`config.mk`:
```
export PLATFORM = sky130hd
export DESIGN_NAME = remote_comm_flat
export DESIGN_NICKNAME = d
export VERILOG_FILES = /design/src/rtl/remote_comm_if.sv /design/src/rtl/remote_comm.sv /design/src/flat_wrapper.sv
export SDC_FILE = /design/constraint.sdc
export NUM_CORES = 1
export LEC_CHECK = 0
export BUFFER_PORTS_ARGS = -buffer_cell sky130_fd_sc_hd__buf_2
export CORE_UTILIZATION = 55
export DETAILED_ROUTE_END_ITERATION = 10
export HOLD_SLACK_MARGIN = 0.02
export PLACE_DENSITY = 0.74
export SYNTH_ARGS = -nofsm -noshare
export SYNTH_HDL_FRONTEND = slang
export SYNTH_SLANG_ARGS = --single-unit
```
`constraint.sdc`:
```
create_clock -name clk -period 3.1 [get_ports clk]
set_clock_uncertainty 0.15 [all_clocks]
set_input_delay 0.155 -clock clk [delete_from_list [all_inputs] [get_ports clk]]
set_output_delay 0.155 -clock clk [all_outputs]
set_load 0.01 [all_outputs]
```
`src/rtl/remote_comm_if.sv`:
```
// Host command/response bundle for remote_comm: command strobe, UART pins and response flags.
// The master side belongs to the host/bench, the slave side to remote_comm itself.
interface remote_comm_if;
    logic [15:0] cmd;
    logic        send_cmd;
    logic        cmd_sent;
    logic        busy;
    logic        TX;
    logic        RX;
    logic [7:0]  resp;
    logic        resp_rdy;
    logic        resp_timeout;

    modport master (
        output cmd, send_cmd, RX,
        input  cmd_sent, busy, TX, resp, resp_rdy, resp_timeout
    );

    modport slave (
        input  cmd, send_cmd, RX,
        output cmd_sent, busy, TX, resp, resp_rdy, resp_timeout
    );
endinterface

```
`src/rtl/remote_comm.sv`:
```
// Host-side UART command link: sends 16-bit commands as two 8N1 frames (high byte first) and
// receives one-byte responses. Optional response timeout enabled by REMOTE_COMM_RESP_TIMEOUT_EN.
module remote_comm #(
    parameter int          BAUD_DIV     = 5208,
    parameter logic [23:0] RESP_TIMEOUT = 24'hFF_FFFF
) (
    input  logic          clk,
    input  logic          RST_n,
    remote_comm_if.slave  bus
);
    localparam int             BW        = $clog2(BAUD_DIV) + 1;
    localparam logic [BW-1:0]  BAUD_MAX  = BW'(BAUD_DIV - 1);
    localparam logic [BW-1:0]  BAUD_HALF = BW'(BAUD_DIV / 2 - 1);

    typedef enum logic [2:0] {IDLE, LOAD_H, SEND_H, LOAD_L, SEND_L, DONE} tx_state_t;
    typedef enum logic       {RX_IDLE, RX_RECV} rx_state_t;

    tx_state_t      r_tx_state;
    tx_state_t      w_tx_next;
    logic [15:0]    r_cmd;
    logic [9:0]     r_tx_shift;
    logic [BW-1:0]  r_tx_baud;
    logic [3:0]     r_tx_bit;
    logic           r_tx;
    logic           r_busy;
    logic           r_cmd_sent;
    logic           w_accept;
    logic           w_tx_bit_end;
    logic           w_tx_frame_end;

    rx_state_t      r_rx_state;
    rx_state_t      w_rx_next;
    logic           r_sync1;
    logic           r_sync2;
    logic           r_sync3;
    logic [BW-1:0]  r_rx_baud;
    logic [3:0]     r_rx_cnt;
    logic [7:0]     r_rx_shift;
    logic [7:0]     r_resp;
    logic           r_resp_rdy;
    logic           w_rx_start;
    logic           w_rx_sample;
    logic           w_rx_good;

    assign w_accept       = (r_tx_state == IDLE) && bus.send_cmd;
    assign w_tx_bit_end   = (r_tx_baud == '0);
    assign w_tx_frame_end = w_tx_bit_end && (r_tx_bit == 4'd9);

    // TX next-state logic
    always_comb begin
        w_tx_next = r_tx_state;
        case (r_tx_state)
            IDLE: begin
                if (bus.send_cmd) w_tx_next = LOAD_H;
                else              w_tx_next = IDLE;
            end
            LOAD_H: w_tx_next = SEND_H;
            SEND_H: begin
                if (w_tx_frame_end) w_tx_next = LOAD_L;
                else                w_tx_next = SEND_H;
            end
            LOAD_L: w_tx_next = SEND_L;
            SEND_L: begin
                if (w_tx_frame_end) w_tx_next = DONE;
                else                w_tx_next = SEND_L;
            end
            DONE:    w_tx_next = IDLE;
            default: w_tx_next = IDLE;
        endcase
    end

    // TX state, frame shifter and registered line/status outputs
    always_ff @(posedge clk) begin
        if (!RST_n) begin
            r_tx_state <= IDLE;
            r_cmd      <= 16'h0000;
            r_tx_shift <= 10'h3FF;
            r_tx_baud  <= '0;
            r_tx_bit   <= 4'd0;
            r_tx       <= 1'b1;
            r_busy     <= 1'b0;
            r_cmd_sent <= 1'b0;
        end else begin
            r_tx_state <= w_tx_next;
            r_busy     <= (w_tx_next != IDLE);
            r_cmd_sent <= (r_tx_state == DONE);
            if (w_accept) r_cmd <= bus.cmd;
            case (r_tx_state)
                LOAD_H: begin
                    r_tx_shift <= {1'b1, r_cmd[15:8], 1'b0};
                    r_tx_baud  <= BAUD_MAX;
                    r_tx_bit   <= 4'd0;
                    r_tx       <= 1'b1;
                end
                LOAD_L: begin
                    r_tx_shift <= {1'b1, r_cmd[7:0], 1'b0};
                    r_tx_baud  <= BAUD_MAX;
                    r_tx_bit   <= 4'd0;
                    r_tx       <= 1'b1;
                end
                SEND_H, SEND_L: begin
                    // TX lags the shifter by one cycle, which gives the N+2 start-bit latency
                    r_tx <= r_tx_shift[0];
                    if (w_tx_bit_end) begin
                        r_tx_baud  <= BAUD_MAX;
                        r_tx_shift <= {1'b1, r_tx_shift[9:1]};
                        r_tx_bit   <= r_tx_bit + 4'd1;
                    end else begin
                        r_tx_baud  <= r_tx_baud - BW'(1);
                    end
                end
                default: r_tx <= 1'b1;
            endcase
        end
    end

    assign w_rx_start  = (r_rx_state == RX_IDLE) && r_sync3 && !r_sync2;
    assign w_rx_sample = (r_rx_state == RX_RECV) && (r_rx_baud == '0);
    assign w_rx_good   = w_rx_sample && (r_rx_cnt == 4'd9) && r_sync2;

    // RX next-state logic: false start and end of frame both return to idle
    always_comb begin
        w_rx_next = r_rx_state;
        case (r_rx_state)
            RX_IDLE: begin
                if (w_rx_start) w_rx_next = RX_RECV;
                else            w_rx_next = RX_IDLE;
            end
            RX_RECV: begin
                if (w_rx_sample && (((r_rx_cnt == 4'd0) && r_sync2) || (r_rx_cnt == 4'd9)))
                    w_rx_next = RX_IDLE;
                else
                    w_rx_next = RX_RECV;
            end
            default: w_rx_next = RX_IDLE;
        endcase
    end

    // RX synchronizer, sampler and response register
    always_ff @(posedge clk) begin
        if (!RST_n) begin
            r_sync1    <= 1'b1;
            r_sync2    <= 1'b1;
            r_sync3    <= 1'b1;
            r_rx_state <= RX_IDLE;
            r_rx_baud  <= '0;
            r_rx_cnt   <= 4'd0;
            r_rx_shift <= 8'h00;
            r_resp     <= 8'h00;
            r_resp_rdy <= 1'b0;
        end else begin
            r_sync1    <= bus.RX;
            r_sync2    <= r_sync1;
            r_sync3    <= r_sync2;
            r_rx_state <= w_rx_next;
            if (w_rx_start) begin
                r_rx_baud <= BAUD_HALF;
                r_rx_cnt  <= 4'd0;
            end else if (r_rx_state == RX_RECV) begin
                if (r_rx_baud == '0) begin
                    r_rx_baud <= BAUD_MAX;
                    r_rx_cnt  <= r_rx_cnt + 4'd1;
                    if ((r_rx_cnt >= 4'd1) && (r_rx_cnt <= 4'd8))
                        r_rx_shift <= {r_sync2, r_rx_shift[7:1]};
                end else begin
                    r_rx_baud <= r_rx_baud - BW'(1);
                end
            end
            if (w_rx_good) begin
                r_resp     <= r_rx_shift;
                r_resp_rdy <= 1'b1;
            end else if (w_accept || w_rx_start) begin
                r_resp_rdy <= 1'b0;
            end
        end
    end

`ifdef REMOTE_COMM_RESP_TIMEOUT_EN
    logic [23:0] r_to_cnt;
    logic        r_to_run;
    logic        r_resp_timeout;

    // Response timeout: armed at cmd_sent, halted by a good byte, flag cleared by the next command
    always_ff @(posedge clk) begin
        if (!RST_n) begin
            r_to_cnt       <= 24'd0;
            r_to_run       <= 1'b0;
            r_resp_timeout <= 1'b0;
        end else if (w_accept) begin
            r_to_run       <= 1'b0;
            r_resp_timeout <= 1'b0;
        end else if (r_tx_state == DONE) begin
            r_to_cnt <= 24'd0;
            r_to_run <= 1'b1;
        end else if (w_rx_good) begin
            r_to_run <= 1'b0;
        end else if (r_to_run) begin
            r_to_cnt <= r_to_cnt + 24'd1;
            if ((r_to_cnt + 24'd1) == RESP_TIMEOUT) begin
                r_resp_timeout <= 1'b1;
                r_to_run       <= 1'b0;
            end
        end
    end

    assign bus.resp_timeout = r_resp_timeout;
`else
    assign bus.resp_timeout = 1'b0;
`endif

    assign bus.TX       = r_tx;
    assign bus.busy     = r_busy;
    assign bus.cmd_sent = r_cmd_sent;
    assign bus.resp     = r_resp;
    assign bus.resp_rdy = r_resp_rdy;
endmodule

```
`src/flat_wrapper.sv`:
```
// flat-port wrapper written by rule: the top's interface ports become plain ports
module remote_comm_flat 
#(
    parameter int          BAUD_DIV     = 5208,
    parameter logic [23:0] RESP_TIMEOUT = 24'hFF_FFFF
)
  (clk, RST_n, bus_cmd, bus_send_cmd, bus_RX, bus_cmd_sent, bus_busy, bus_TX, bus_resp, bus_resp_rdy, bus_resp_timeout);
  remote_comm_if bus_i ();
  input  logic clk;
  input  logic RST_n;
  input wire logic [$bits(bus_i.cmd)-1:0] bus_cmd;
  input wire logic [$bits(bus_i.send_cmd)-1:0] bus_send_cmd;
  input wire logic [$bits(bus_i.RX)-1:0] bus_RX;
  output wire logic [$bits(bus_i.cmd_sent)-1:0] bus_cmd_sent;
  output wire logic [$bits(bus_i.busy)-1:0] bus_busy;
  output wire logic [$bits(bus_i.TX)-1:0] bus_TX;
  output wire logic [$bits(bus_i.resp)-1:0] bus_resp;
  output wire logic [$bits(bus_i.resp_rdy)-1:0] bus_resp_rdy;
  output wire logic [$bits(bus_i.resp_timeout)-1:0] bus_resp_timeout;
  assign bus_i.cmd = bus_cmd;
  assign bus_i.send_cmd = bus_send_cmd;
  assign bus_i.RX = bus_RX;
  assign bus_cmd_sent = bus_i.cmd_sent;
  assign bus_busy = bus_i.busy;
  assign bus_TX = bus_i.TX;
  assign bus_resp = bus_i.resp;
  assign bus_resp_rdy = bus_i.resp_rdy;
  assign bus_resp_timeout = bus_i.resp_timeout;
  remote_comm #(.BAUD_DIV(BAUD_DIV), .RESP_TIMEOUT(RESP_TIMEOUT)) u_core (.clk(clk), .RST_n(RST_n), .bus(bus_i));
endmodule
```
Yosys cells after proc, flatten, opt, wreduce, memory -nomap -nowiden
Index checks and enable logic that the tools add are counted.
{"block": "word_totals", "regBits": 89, "inputBits": 20, "output_inout_bits": 13, "wordCells": 83}
{"block": "classes", "add_sub_neg": 4, "order_cmp": 2, "eq_ne": 8, "n_mux": 18, "n_bitwise": 3, "reduce_logical": 30}
{"cell": "10-bit one-hot mux with 3 select lines", "count": 1}
{"cell": "14-bit logical NOT", "count": 2}
{"cell": "14-bit two-way mux", "count": 2}
{"cell": "14-bit one-hot mux with 2 select lines", "count": 1}
{"cell": "14-bit by 1-bit subtractor with 14-bit output (second input constant)", "count": 2}
{"cell": "12-bit two-way mux", "count": 2}
{"cell": "3-bit one-hot mux with 5 select lines", "count": 1}
{"cell": "1-bit logical AND", "count": 10}
{"cell": "10-bit two-way mux", "count": 1}
{"cell": "4-bit by 1-bit adder with 4-bit output (second input constant)", "count": 2}
{"cell": "4-bit equality test (second input constant)", "count": 2}
{"cell": "4-bit one-hot mux with 2 select lines", "count": 1}
{"cell": "2-bit AND reduction", "count": 4}
{"cell": "1-bit two-way mux", "count": 7}
{"cell": "3-bit by 2-bit equality test with 1-bit output (second input constant)", "count": 2}
{"cell": "3-bit equality test (second input constant)", "count": 2}
{"cell": "2-bit nonzero test", "count": 3}
{"cell": "3-bit nonzero test", "count": 2}
{"cell": "2-bit OR reduction", "count": 3}
{"cell": "4-bit by 1-bit >= comparator with 1-bit output (second input constant)", "count": 1}
{"cell": "4-bit less-or-equal comparator (second input constant)", "count": 1}
{"cell": "4-bit logical NOT", "count": 1}
{"cell": "4-bit two-way mux", "count": 1}
{"cell": "4-bit AND reduction", "count": 1}
{"cell": "other kinds (7)", "count": 10}

Depth between registers and ports, before layout
Gate-level depths: netlist of run 1.
{"block": "depth", "depth_word": 6, "ltp_mapped": 7, "mapped_depth_nobuf": 6}

Worst setup path before layout of run 1
Ideal clock, no wire load.
{"block": "synth_path", "path_type": "register -> register", "from": "register u_core.r_tx_baud[0]", "to": "register u_core.r_tx_state[0]", "setup_ps": 70, "t_arrival_ps": 2247, "t_required_ps": 2880, "path_slack_ps": 634, "path_stages_with_launch": 8, "n_path_buf": 1, "synth_period_minus_slack_ps": 2466, "path_cell_list": "dfxtp_1 -> inv_1 -> ha_1 -> or4b_2 -> or4_1 -> buf_2 -> or4_1 -> a21oi_1"}
{"block": "synth_via", "elab_chain_cells": 4, "elab_cells_between_ends": 5, "cone_classes": "mux (3); reduce/logical (2)"}
{"element": "start: declaration", "line": "remote_comm.sv:22", "rtl": "logic [BW-1:0] r_tx_baud;"}
{"element": "start signal: assignment", "line": "remote_comm.sv:109", "rtl": "r_tx_baud <= r_tx_baud - BW'(1);"}
{"element": "14-bit logical NOT *", "line": "remote_comm.sv:46", "rtl": "assign w_tx_bit_end = (r_tx_baud == '0);"}
{"element": "1-bit logical AND *", "line": "remote_comm.sv:47", "rtl": "assign w_tx_frame_end = w_tx_bit_end && (r_tx_bit == 4'd9);"}
{"element": "1-bit two-way mux", "line": "remote_comm.sv:59, remote_comm.sv:64"}
{"element": "3-bit one-hot mux with 5 select lines *", "line": "remote_comm.sv:52", "rtl": "case (r_tx_state)"}
{"element": "end signal: assignment", "line": "remote_comm.sv:84", "rtl": "r_tx_state <= w_tx_next;"}
{"element": "end: declaration", "line": "remote_comm.sv:18", "rtl": "tx_state_t r_tx_state;"}
Mark *: on every way between the ends. The rest lies on a longest branch, timed or not.
A chain may end at the register's enable or synchronous reset.

Worst setup path after layout of run 1
{"block": "layout_path", "from": "register u_core.r_tx_baud[0]", "to": "register u_core.r_tx_baud[9]"}
{"block": "layout_via", "elab_chain_cells": 3, "elab_cells_between_ends": 4, "cone_classes": "add/sub (1); mux (2); reduce/logical (1)"}
{"element": "14-bit by 1-bit subtractor with 14-bit output or 14-bit logical NOT (tied branches)", "line": "remote_comm.sv:109, remote_comm.sv:46"}
{"element": "14-bit two-way mux *", "line": "remote_comm.sv:104", "rtl": "if (w_tx_bit_end) begin"}
{"element": "14-bit one-hot mux with 2 select lines *", "line": "remote_comm.sv:88", "rtl": "case (r_tx_state)"}
Marked as above.

==> results of run 1 <==
synth_stat cells, types with 7 or more instances:
library cell   n  share of area, %
a21oi_1       40               5.0
a221oi_1       8               1.7
a22o_1         7               1.5
a311oi_1       7               1.5
clkbuf_1      27               2.5
dfxtp_1       88                44
ha_1           9               2.8
inv_1         18               1.7
mux2i_1       26               6.5
nand2_1       60               5.6
nand2b_1       8               1.2
nand3_1       15               1.9
nor2_1        23               2.1
nor3_1         9               1.1
o21ai_0        7              0.87
o31ai_1       11               2.1
or3_1         11               1.7
or4_1         10               1.9
xnor2_1        7               1.5
xor2_1         9               2.0
layer usage:
| layer | up-vias | share of wire, % |
|---|---|---|
| li1 | 1705 | - |
| met5 | - | 0 |
| met3 | 10 | 2.7 |
| met2 | 60 | 48 |
| met1 | 1618 | 48 |
| met4 | 0 | 1.4 |
what timing repair did:
item                                    CTS  global route
hold buffers                             18             0
endpoints found under the hold margin    18             0
endpoints found under the setup margin    0             0
gates resized for setup                   0             0
state kept, by name, indices dropped and copies added, names as in the netlist:
name	count
u_core.bus.TX	1
u_core.r_rx_baud	14
u_core.bus.resp	8
u_core.r_sync1	1
u_core.r_cmd	16
u_core.r_rx_shift	8
u_core.r_sync3	1
u_core.r_tx_bit	4
u_core.bus.resp_rdy	1
u_core.r_sync2	1
u_core.bus.cmd_sent	1
u_core.r_rx_state	1
u_core.r_tx_shift	9
u_core.r_rx_cnt	4
u_core.r_tx_state	3
u_core.bus.busy	1
u_core.r_tx_baud	14
worst paths after layout:
| check | from | end | cells after the start |
|---|---|---|---|
| setup / recovery | u_core.r_tx_baud[0] | u_core.r_tx_baud[9] | 6 |
| hold / removal | RST_n | u_core.r_sync1 | 3 |
| setup reg to reg | u_core.r_tx_baud[0] | u_core.r_tx_baud[9] | 6 |
| hold reg to reg | u_core.r_sync1 | u_core.r_sync2 | 1 |
worst reg2reg max path: stages, from the launching register on:
cell and delay (ps):
dfxtp_1 380, inv_1 80, ha_1 170, or4b_2 610
or4_1 590, o211ai_1 530, a21oi_1 80
report_power, final:
| group | total (uW) | switching, uW | internal, uW | leakage, uW |
|---|---|---|---|---|
| logic | 548 | 307 | 241 | 0.00108 |
| clock network | 1050 | 424 | 625 | 0.000135 |
| registers | 1300 | 84.8 | 1220 | 0.000718 |
| total | 2900 | 816 | 2090 | 0.00193 |
metrics by stage:
step                instances  util, %
global placement          563    60.88
CTS                       597    67.37
floorplan                 459        -
detailed placement        563    60.88
global route              597    67.37
finish                    597    67.37
final cells by class:
type / instances / area (sq um) / area share (%)
inverters: 19 / 71.32 / 1.524
repair buffers: 60 / 417.9 / 8.933
multi-input cells: 318 / 2037 / 43.54
clock inverters: 7 / 146.4 / 3.129
flip-flops and latches: 88 / 1762 / 37.66
well taps: 96 / 120.1 / 2.568
clock buffers: 9 / 123.9 / 2.648
kinds of logic (layout without fill, tap and decap cells):
logic type	Yosys count	after routing	share of synthesized area (%)
other	1	1	0.09331
XOR/XNOR	16	16	3.487
buffers and inverters	53	95	5.479
multiplexers	26	26	6.476
AO/OA/AOI/OAI	97	97	15.88
AND/OR/NAND/NOR	169	169	21.95
flip-flops	88	88	43.84
adder cells (fa/ha/maj)	9	9	2.802
==> results.cfg, run 1 <==
[logic_synthesis]
synthFlopType = dfxtp_1
syn_nets = 488
async_flop_share_pct = 0
yosys_warnings = 0
synth.distinct_cells = 51
syn_area_sq_mm = 0.004019
synth-edff-count = 0
ys_ff_latch = 88
yosysSeqAreaShare_pct = 43.84
avgSynthCellArea_sq_um = 8.756
syn-instance-count = 459

[cts]
clock_sinks = 88
clock_path_buffers = 2
cts_buffers = 9
cts_root_buffer = clkbuf_8
worstSkewPairLatency_ps = 360
post_cts_buffers = 0
tritoncts = yes
clk_pin_slew_ps = 100
htreeDepth = 3

[timing]
hold_violations = 0
worst_pin_slew_ps = 874.0
timing.final.crit_period_ps = 2743
whs_ps = 155.8
fin_ws_ps = 357.5
setup_viol = 0
max_freq_mhz = 364.6
max_slew_margin_pct = 41.62
rsz0062_at_grt = no
timing.final.max_slew_violations = 0
setup-tns-final_ps = 0
final.period_utilization_pct = 88.47

[grt]
grt_busiest_layer = met2
grt_pass1_vias = 3043
grt_use_met3_pct = 3.507
antenna_found_initial = 0
grt_overflow = 0
grt_use_met2_pct = 38.21
gr-usage-all-layers_pct = 22.36
grt.met1_usage_pct = 28.51
grt_max_degree = 39
grt_pass1_wl_mm = 13.46

[routing]
drtPass1Iterations = 4
ant_nets = 0
drtIter0Drc = 170
drc = 0
post_drt_via_cell_ratio = 5.683
drt-wirelength-per-cell_um = 13.78
vias = 3393
finalWirelength_mm = 8.227

[floorplanning]
pin_count = 33
num_rows = 30
coreArea_sq_mm = 0.006944
die_h_um = 87.48
start_util_pct = 57.87
die_x_um = 87.48
die_area_sq_mm = 0.007653

[setup_path]
rrSetupSlack_ps = 360
worstSetupEndpointType = flop
crit_arrival_ps = 2810
cp_slowest_stage_delay_ps = 610
crit_type = reg -> reg
start_kind = flop
worstPathBufferInverterCount = 1
crit_chain = inv_1 -> ha_1 -> or4b_2 -> or4_1 -> o211ai_1 -> a21oi_1
slowest_stage = or4b_2
cp_max_fo = 9
required_ps = 3170
cpLargestDelayFamily = simple AND/OR/NAND/NOR gates

[placed_design]
place_ws_ps = 404.9
place.gp.congestion = 0.8130
port_buffers = 31
place_hpwl_mm = 5.287
dpl-instance-area_sq_mm = 0.004228

[power]
total_leakage_power_uw = 0.001934
power.total_uw = 2902
peakVddDrop_uv = 335.4
power_density_mw_per_mm2 = 620.2

[run]
cap_violations = 0

[finish]
n_fill_cell = 553
fin_area_sq_mm = 0.004678
final_cell_mix = dfxtp_1 (88), nand2_1 (60), a21oi_1 (40)
antenna_cells = 0
syn2layout_area_growth_pct = 16.41
final_common_cell = dfxtp_1
layout-drive-gt1-share_pct = 14.17
layout.nets = 525

[run_status]
outcome = finished, final reports clean

[worst_hold_path]
hp-class = in -> reg
Power figures use the tool's default switching activity.
==> inputs of run 2 (changes only) <==
Settings changed: CORE_ASPECT_RATIO set to 1.2.
==> run 2 against run 1 <==
Hold slack worse by 4.5 ps. Via count is 0.97% lower. Clock power is 26% lower.
==> results.cfg, run 2 (same netlist as run 1, synthesis figures left out) <==
[cts]
cts_buffers = 9
clk_pin_slew_ps = 100
clock_sinks = 88
htreeDepth = 3
cts_root_buffer = clkbuf_8
post_cts_buffers = 0
tritoncts = yes
worstSkewPairLatency_ps = 360
clock_path_buffers = 2

[routing]
wl_met1_mm = 3.776
finalWirelength_mm = 8.192
drt-wirelength-per-cell_um = 13.93
post_drt_via_cell_ratio = 5.714
vias = 3360
ant_nets = 0
wl_met3_um = 206
drtPass1Iterations = 4
drc = 0
highest_layer = met4
drtIter0Drc = 167
wl_met2_mm = 4.071

[grt]
antenna_found_initial = 0
grt_pass1_vias = 3116
grt_overflow = 0
grt_max_degree = 39
gr-usage-all-layers_pct = 23.09
grt_pass1_wl_mm = 13.86

[placed_design]
dpl-instance-area_sq_mm = 0.004217
place_hpwl_mm = 5.283
port_buffers = 31
place.gp.congestion = 0.7501

[finish]
largest_reg_flops = 16
syn2layout_area_growth_pct = 14.20
layout-drive-gt1-share_pct = 14.17
antenna_cells = 0
fin_area_sq_mm = 0.004589
layout.nets = 525
n_fill_cell = 577
top_register = u_core.r_cmd
top_regs = u_core.r_cmd (16), u_core.r_rx_baud (14), u_core.r_tx_baud (14)
final_core_util_pct = 66.16
final_cell_mix = dfxtp_1 (88), nand2_1 (60), a21oi_1 (40)
final_common_cell = dfxtp_1

[run]
cap_violations = 0

[setup_path]
cp_max_fo = 9
start_kind = flop
worstPathBufferInverterCount = 1
worstSetupEndpointType = flop
crit_chain = inv_1 -> ha_1 -> or4b_2 -> or4_1 -> o211ai_1 -> nor2_1
cpLargestDelayFamily = simple AND/OR/NAND/NOR gates
slowest_stage = or4b_2
crit_type = reg -> reg
crit_arrival_ps = 2770
required_ps = 3180
cp_slowest_stage_delay_ps = 600

[timing]
final.period_utilization_pct = 86.62
rsz0062_at_grt = no
max_freq_mhz = 372.4
timing.final.max_slew_violations = 0
setup-tns-final_ps = 0
setup_viol = 0
hold_violations = 0
max_slew_margin_pct = 44.81
timing.final.crit_period_ps = 2685
worst_pin_slew_ps = 826.1

[floorplanning]
num_rows = 33
die_area_sq_mm = 0.007655
start_util_pct = 57.94
pin_count = 33
coreArea_sq_mm = 0.006937
die_x_um = 80.04
die_h_um = 95.64

[power]
total_leakage_power_uw = 0.001899
power_density_mw_per_mm2 = 571.9
peakVddDrop_uv = 313.0

[worst_hold_path]
hp-class = in -> reg

[run_status]
outcome = finished, final reports clean
-- run 2: cell count changes in the layout (fill, tap and decap cells not counted), sizes merged --
cell	change
clkinv	+2
bufinv	-4
inv	+2
-- run 2: power breakdown --
group	leakage, uW	switching, uW	internal (uW)
logic	0.00108	307	239
clock network	0.000100	463	317
registers	0.000718	80.2	1220
-- run 2: area by class of cell --
type / count / area (sq um) / share of cell area (%)
Sequential cell: 88 / 1762 / 38.39
Multi-Input combinational cell: 318 / 2037 / 44.38
Inverter: 19 / 71.32 / 1.554
Clock inverter: 7 / 68.82 / 1.499
Tap cell: 87 / 108.9 / 2.372
Clock buffer: 9 / 123.9 / 2.699
Timing Repair Buffer: 60 / 417.9 / 9.106
-- run 2: worst paths after layout --
kind	startpoint	endpoint	slack, ps	cells after the start
setup / recovery	u_core.r_tx_baud[0]	u_core.r_tx_baud[5]	410	6
hold / removal	RST_n	u_core.r_sync2	150	3
setup reg to reg	u_core.r_tx_baud[0]	u_core.r_tx_baud[5]	410	6
hold reg to reg	u_core.r_sync1	u_core.r_sync2	270	1
-- run 2: per-stage QoR --
stage | std cells | power [uW] | worst slack, ps | hold WS [ps]
after CTS | 588 | 2635 | 394.9 | 140.8
after global routing | 588 | 2770 | 205.7 | 161.7
final | 588 | 2625 | 414.8 | 151.3
after detailed placement | 554 | 1847 | 428.5 | 189.1
after floorplan | 459 | 1736 | 633.5 | 106.5
after global placement | 554 | 1827 | 482.8 | 185.3
-- run 2: per-layer routing --
metal,vias to the layer above,GRT usage [%]
li1,1713,-
met1,1582,28.04
met2,52,40.03
met3,13,4.689
met4,0,8.780
met5,-,0
-- run 2: worst register-to-register path, cell delays in order (launching register included) --
cell and delay [ps]:
dfxtp_1 360, inv_1 60, ha_1 160, or4b_2 600, or4_1 590, o211ai_1 530, nor2_1 100
-- run 2: timing repair --
action,in CTS,in global routing
gates resized for setup,0,0
hold endpoints to repair,18,0
hold buffers,18,0
==> inputs of run 3 (changes only) <==
Settings changed: PLACE_DENSITY 0.74 to 0.77.
==> run 3 against run 2 <==
Sequential share of layout area shrank 0.26 points. Hold slack better by 6.5 ps. First-iteration DRC count is 2.4% lower. Cell count is 0.51% higher. Power up 2.0%. Clock power rose by 4.0%. Via count grew 1.5%. Clock-buffer cell count unchanged. Global-route usage is 1.2 points higher. Critical path type unchanged. Critical endpoint is now u_core.r_tx_baud[9]. Highest routed layer unchanged.
==> results.cfg, run 3 (same netlist as run 1, synthesis figures left out) <==
[grt]
gr-usage-all-layers_pct = 24.25
grt_pass1_vias = 3196
grt_use_met2_pct = 41.17
grt_use_met3_pct = 4.785
grt.met1_usage_pct = 29.10
grt_busiest_layer = met2
grt_overflow = 0
grt_pass1_wl_mm = 14.35
grt_max_degree = 39
antenna_found_initial = 0

[setup_path]
timing.rr.start = u_core.r_tx_baud[0]
crit_type = reg -> reg
cp-endpoint = u_core.r_tx_baud[9]
worstSetupEndpointType = flop
r2r-end = u_core.r_tx_baud[9]
start_kind = flop
crit_start = u_core.r_tx_baud[0]
r2r_cells = 6
rrSetupSlack_ps = 420
crit_arrival_ps = 2750
cp_max_fo = 9
required_ps = 3160

[power]
power_density_mw_per_mm2 = 579.1
p_int_uw = 1848
peakVddDrop_uv = 340.9
power.share.clock_pct = 30.3
p_comb_share_pct = 21.1
switching_share_pct = 30.95
seqPwrFrac_pct = 48.6
total_leakage_power_uw = 0.001915
netSwitchingPower_uw = 828.2
power.total_uw = 2676

[floorplanning]
die_area_sq_mm = 0.007655
die_h_um = 95.64
pin_count = 33
start_util_pct = 57.94
coreArea_sq_mm = 0.006937
num_rows = 33
die_x_um = 80.04

[cts]
post_cts_buffers = 0
cts_resized = 0
cts_buffers = 9
worstSkewPairLatency_ps = 360
htreeDepth = 3
clock_path_buffers = 2
clk_pin_slew_ps = 90
cts_root_buffer = clkbuf_8
tritoncts = yes
clock_sinks = 88

[placed_design]
place_ws_ps = 443.3
place.gp.congestion = 0.7817
place_hpwl_mm = 5.428
port_buffers = 31

[timing]
timing.final.max_slew_violations = 0
hold_violations = 0
setup_viol = 0
timing.final.crit_period_ps = 2682
fin_ws_ps = 418.3
rsz0062_at_grt = no
final.period_utilization_pct = 86.51
setup-tns-final_ps = 0
worst_pin_slew_ps = 872.5
max_slew_margin_pct = 41.83
max_freq_mhz = 372.9

[run_status]
outcome = finished, final reports clean

[finish]
top_register = u_core.r_cmd
final_cell_mix = dfxtp_1 (88), nand2_1 (60), a21oi_1 (40)
top_regs = u_core.r_cmd (16), u_core.r_rx_baud (14), u_core.r_tx_baud (14)
layout-drive-gt1-share_pct = 14.68
antenna_cells = 0
syn2layout_area_growth_pct = 14.98
final_core_util_pct = 66.61
largest_reg_flops = 16
final_common_cell = dfxtp_1
layout.nets = 528

[routing]
drc = 0
finalWirelength_mm = 8.605
drt-wirelength-per-cell_um = 14.56
drtPass1Iterations = 4
ant_nets = 0
drtIter0Drc = 163
post_drt_via_cell_ratio = 5.773
vias = 3412

[run]
cap_violations = 0

[worst_hold_path]
hold_depth = 3
hp-class = in -> reg
## run 3: metrics by stage
stage / std cells / hold WS (ps) / instance area (sq um)
final: 591 / 157.8 / 4621
after global routing: 591 / 154.7 / 4621
after CTS: 591 / 145.1 / 4621
after detailed placement: 557 / 188.4 / 4239
after global placement: 557 / 183.5 / 4239
after floorplan: 459 / 106.5 / 4019
## run 3: worst min-delay path by stage
stage / start / endpoint / slack (ps)
after detailed placement: bus_RX / u_core.r_sync1 / 190
after global routing: RST_n / u_core.r_sync1 / 150
after global placement: bus_RX / u_core.r_sync1 / 180
after CTS: RST_n / u_core.r_sync1 / 150
after floorplan: bus_RX / u_core.r_sync1 / 110
final: RST_n / u_core.r_sync3 / 160
## run 3: power groups by stage
stage	logic, uW	registers, uW	clock network [uW]
2_1_floorplan	436	1300	0
3_3_place_gp	517	1320	0
3_5_place_dp	535	1320	0
4_1_cts	558	1300	819
5_1_grt	628	1310	878
6_report	564	1300	811
## run 3: cell type report
| cell class | instances | area (sq um) |
|---|---|---|
| inverter | 19 | 71.32 |
| timing repair buffer | 63 | 440.4 |
| clock buffer | 9 | 123.9 |
| multi-input combinational | 318 | 2037 |
| clock inverter | 7 | 77.57 |
| tap | 87 | 108.9 |
| fill | 562 | 2316 |
| sequential | 88 | 1762 |
## run 3: layer usage
layer	up-vias	wire length, um
li1	1717	-
met2	73	4466
met1	1608	3687
met4	0	149
met5	-	0
met3	14	301
## run 3: worst max-delay path: stages, from the launching register on
cell and delay (ps):
dfxtp_1 350, inv_1 70, ha_1 170, or4b_2 610
or4_1 580, o211ai_1 520, a21oi_1 100
## run 3: repair_timing
| item | 4_1_cts | 5_1_grt |
|---|---|---|
| endpoints found under the setup margin | 0 | 0 |
| hold buffers | 18 | 0 |
| hold endpoints to repair | 18 | 0 |
